--- config.mk ---
export PLATFORM = sky130hd
export DESIGN_NAME = f_fetch_unit
export DESIGN_NICKNAME = d
export VERILOG_FILES = /design/src/rtl/f_fetch_unit.sv
export SDC_FILE = /design/constraint.sdc
export NUM_CORES = 1
export LEC_CHECK = 0
export CAP_MARGIN = 20
export CORE_ASPECT_RATIO = 0.7
export CORE_UTILIZATION = 45
export CTS_CLUSTER_SIZE = 16
export DETAILED_ROUTE_END_ITERATION = 10
export PLACE_DENSITY = 0.81
export SLEW_MARGIN = 20
export SYNTH_ARGS = -nofsm -noshare
export SYNTH_HDL_FRONTEND = slang
export SYNTH_SLANG_ARGS = --single-unit
--- constraint.sdc ---
create_clock -name clk -period 3.56 [get_ports clk]
set_clock_uncertainty 0.05 [all_clocks]
set_input_delay 0.356 -clock clk [delete_from_list [all_inputs] [get_ports clk]]
set_output_delay 0.356 -clock clk [all_outputs]
set_load 0.05 [all_outputs]
--- src/rtl/f_fetch_unit.sv ---
`default_nettype none
// ============================================================================
// Module   : f_fetch_unit
// Brief    : MIPS fetch stage: owns the PC, drives instruction memory, loads
//            the F/D pipeline register, handles stalls/redirects/bad fetches.
// Revision : 1.0 - initial release
// ============================================================================
module f_fetch_unit #(
    parameter logic [31:0] PC_RESET = 32'h00003000,
    parameter int unsigned IM_DEPTH = 1024
) (
    input  logic        clk,
    input  logic        reset,
    output logic [31:0] F_PC,
    input  logic [31:0] Command,
    input  logic        stall,
    input  logic        redirect,
    input  logic [31:0] redirect_pc,
    output logic [31:0] D_Instr,
    output logic [31:0] D_PC,
    output logic [31:0] D_PC8,
    output logic        D_valid,
    output logic        fetch_fault,
    output logic [31:0] fetch_count
);

    // One past the last legal byte address, widened so the end never wraps.
    localparam logic [32:0] c_pc_limit = {1'b0, PC_RESET} + (33'(IM_DEPTH) << 2);

    localparam logic [0:0] c_st_fetch = 1'b0;
    localparam logic [0:0] c_st_halt  = 1'b1;

    logic [0:0]  r_state;
    logic [31:0] r_pc;
    logic [31:0] r_d_instr;
    logic [31:0] r_d_pc;
    logic        r_d_valid;
    logic [31:0] r_fetch_count;

    logic [31:0] w_next;
    logic        w_next_illegal;

    always_comb begin
        w_next         = redirect ? redirect_pc : (r_pc + 32'd4);
        w_next_illegal = (w_next[1:0] != 2'b00)
                       || (w_next < PC_RESET)
                       || ({1'b0, w_next} >= c_pc_limit);
    end

    always_ff @(posedge clk) begin
        if (!reset) begin
            r_state       <= c_st_fetch;
            r_pc          <= PC_RESET;
            r_d_instr     <= 32'd0;
            r_d_pc        <= 32'd0;
            r_d_valid     <= 1'b0;
            r_fetch_count <= 32'd0;
        end else begin
            case (r_state)
                c_st_fetch: begin
                    if (!stall) begin
                        // The word at F_PC is delivered even when the
                        // following address turns out to be illegal.
                        r_d_instr     <= Command;
                        r_d_pc        <= r_pc;
                        r_d_valid     <= 1'b1;
                        r_fetch_count <= r_fetch_count + 32'd1;
                        if (w_next_illegal) begin
                            r_state <= c_st_halt;
                        end else begin
                            r_pc <= w_next;
                        end
                    end
                end
                c_st_halt: begin
                    r_d_instr <= 32'd0;
                    r_d_valid <= 1'b0;
                end
                default: r_state <= c_st_halt;
            endcase
        end
    end

    assign F_PC        = r_pc;
    assign D_Instr     = r_d_instr;
    assign D_PC        = r_d_pc;
    assign D_PC8       = r_d_pc + 32'd8;
    assign D_valid     = r_d_valid;
    assign fetch_fault = (r_state == c_st_halt);
    assign fetch_count = r_fetch_count;

endmodule
`default_nettype wire

==> reports/results.txt <==
Main synth FF type - dfxtp_1
H-tree levels - 4
# Max-Cap Violations - 0
Synth Warn # - 0
slowest stage delay, CP - 0.71 ns
Crit Path Category - flop to flop
Die W - 143 um
sequential fraction of the synthesis area - 0.418
post-synth top area share - 0.418
share of cells above drive strength 1 - 0.0806
die area - 14300 sq um
Post-Place Setup Slack - 0.390 ns
share of power burned in the clock network - 0.511
worst min-delay path class - flop to flop
maximum clock rate - 0.305 GHz
worst r2r path cells - 7
IO Pins - 230
Netlist Area Pre-Place - 6230 sq um
period utilisation layout - 0.920
P_sw - 0.920 mW
initial drt markers - 491
R2R setup slack - 0.28 ns
Synth Instances - 751
DRC - 0
RSZ-0062 raised after global routing - false
initial core utilization - 0.468
CTS tree - built
grt total ovfl - 0
Int Power - 2.89 mW
most common cell after layout, fill and taps aside - clkdlybuf4s50_1
Synth async-reset ratio - 0
WL/cell - 16.2 um
clock latency on the worst-skew pair - 0.41 ns
Layout area overhead - 49.8%
Root Driver - clkbuf_16
clk sinks - 130
Setup Total Neg Slack - 0 ns
first-pass GRT wire length - 29.7 mm
P per Cell Area - 408 nW/um^2
hold depth - 2
routed wire length - 18.9 mm
Max Buffers Root-to-Sink - 2
syn_area_per_cell - 8.30 sq um
commonest non-fill, non-tap cells in the layout - clkdlybuf4s50_1, dfxtp_1, nand2_1
routability cong. - 0.997
final worst slack - 0.284 ns
fin crit period - 3.28 ns
via count - 6294
final HPWL from detailed placement - 13.6 mm
vias in the first global route - 5662
Core ar. - 13300 sq um
crit path max-delay cell type - or4_4
post-route ant nets - 0
crit path capture type - flop
Critical Path Fanout Max - 27
Data arrival, critical path - 3.54 ns
worst r2r dst - F_PC[11]$_SDFFE_PN0P_
library cells used by synthesis - 58
combinational power share - 0.097
r2r startpoint - F_PC[4]$_SDFFE_PN0P_
antenna violations before repair - 0
Sw Ratio - 0.241
Post-CTS Setup Repair Bufs - 0
min-delay src - D_valid$_SDFFE_PN0P_
Row Count - 35
Worst VDD drop - 343 uV
part of the power in registers - 0.392
Slew Viols, Final - 0
Port Buffers - 229
number of enable flip-flop cells after synthesis - 0
Worst-path clk slew - 0.06 ns
Via density - 5.40
cts bufs inserted - 17
Final Setup Violations - 0
syn nets - 822
critical path cell sequence - and4_1 -> nand3_2 -> or4_4 -> a211oi_2 -> o221ai_2 -> or4_4 -> o32ai_1
Critical Path Start Type - flop
ranking of synthesized cells by area - dfxtp_1, nand2_1, mux2i_1
Synth area leader - dfxtp_1
largest net degree at the start of global routing - 53
Lkg Pwr - 3.47 nW
#FFs+latches synth - 130
final hold violations - 0
All-Layer GR Usage - 0.266
outcome - completed
Slew HR - 0.361
ANT cells - 0
DRT Pass-1 Iters - 5
CP most frequent cell - or4_4
Hold Path Sink - D_valid$_SDFFE_PN0P_
WP data required - 3.82 ns
Worst-Margin Slew - 0.957 ns
nets - 1038
die height - 100 um
## cell families (layout without fill, tap and decap cells)
family / Yosys count / in the layout / synth area share
compound gates: 100 / 100 / 0.104
xor+xnor: 60 / 60 / 0.0843
fa+ha+maj: 3 / 3 / 0.00602
buf+inv: 70 / 299 / 0.0514
flops: 130 / 130 / 0.418
mux: 35 / 35 / 0.0564
simple gates: 353 / 353 / 0.281
## power groups by stage
| stage | logic (mW) | clock network (mW) | registers, mW |
|---|---|---|---|
| 6_report | 0.370 | 1.95 | 1.50 |
| 3_5_place_dp | 0.369 | 0 | 1.53 |
| 2_1_floorplan | 0.124 | 0 | 1.61 |
| 3_3_place_gp | 0.368 | 0 | 1.53 |
| 4_1_cts | 0.371 | 1.97 | 1.50 |
| 5_1_grt | 0.393 | 2.03 | 1.50 |
## cells in the mapped netlist, types with 5 or more instances
master,n
nor4_1,19
o21ai_0,9
xor2_1,23
buf_4,5
o32ai_1,8
and4_1,8
mux2i_1,34
a21oi_1,51
nand2_1,105
dfxtp_1,130
inv_1,10
nand3_1,37
clkbuf_1,33
nor2_1,86
buf_2,10
nand4_1,26
xnor2_1,37
nor3_1,10
or2_2,5
and3_1,30
## sequential cells by signal (all words and copies together) (netlist names)
| name | flops |
|---|---|
| fetch_fault | 1 |
| F_PC | 32 |
| D_PC | 32 |
| fetch_count | 32 |
| D_valid | 1 |
| D_Instr | 32 |
## critical path, delay by kind of cell, from the launching register on
kind / cells / cell delay, ns
compound gates: 3 / 0.79
flops: 1 / 0.56
simple gates: 4 / 1.76
## timing repair
action                                  4_1_cts  5_1_grt
hold buffers                                  0        0
gates resized for setup                       0        6
endpoints found under the setup margin        0        6
## how the worst max path moves through the flow
stage                          from               endpoint  slack (ns)  cells after the start
2_1_floorplan  F_PC[2]$_SDFFE_PN0P_  F_PC[21]$_SDFFE_PN0P_        0.13                     10
3_3_place_gp   F_PC[4]$_SDFFE_PN0P_  F_PC[10]$_SDFFE_PN0P_        0.46                      7
3_5_place_dp   F_PC[2]$_SDFFE_PN0P_  F_PC[11]$_SDFFE_PN0P_        0.39                      8
4_1_cts        D_PC[5]$_SDFFE_PN0P_              D_PC8[30]        0.06                      8
5_1_grt        F_PC[2]$_SDFFE_PN0P_   F_PC[5]$_SDFFE_PN0P_        0.13                      8
6_report       F_PC[4]$_SDFFE_PN0P_  F_PC[11]$_SDFFE_PN0P_        0.28                      7
## per-stage QoR
step                hold WS, ns  total power, mW  cell area (sq um)  instances   util
floorplan                 0.450             1.73               6230        751      -
global placement          0.383             1.89               8670       1133  0.651
detailed placement        0.386             1.90               8670       1133  0.651
CTS                       0.394             3.84               9320       1165  0.700
global route              0.437             3.92               9340       1165  0.701
finish                    0.394             3.81               9340       1165  0.701
## metal layers
layer | GRT usage | part of all wire
met1 | 0.382 | 0.46
met3 | 0.0646 | 0.097
met2 | 0.386 | 0.42
met5 | 0 | 0
met4 | 0.0902 | 0.015
## cell type report
type / count / area, sq um
repair buffers: 255 / 2480
fillers: 1082 / 3980
inverters: 12 / 45.0
flip-flops and latches: 130 / 2600
multi-input cells: 551 / 3320
well taps: 185 / 231
clock inverters: 13 / 221
clock buffers: 19 / 433
No activity file was read; power rests on OpenSTA's default activity.
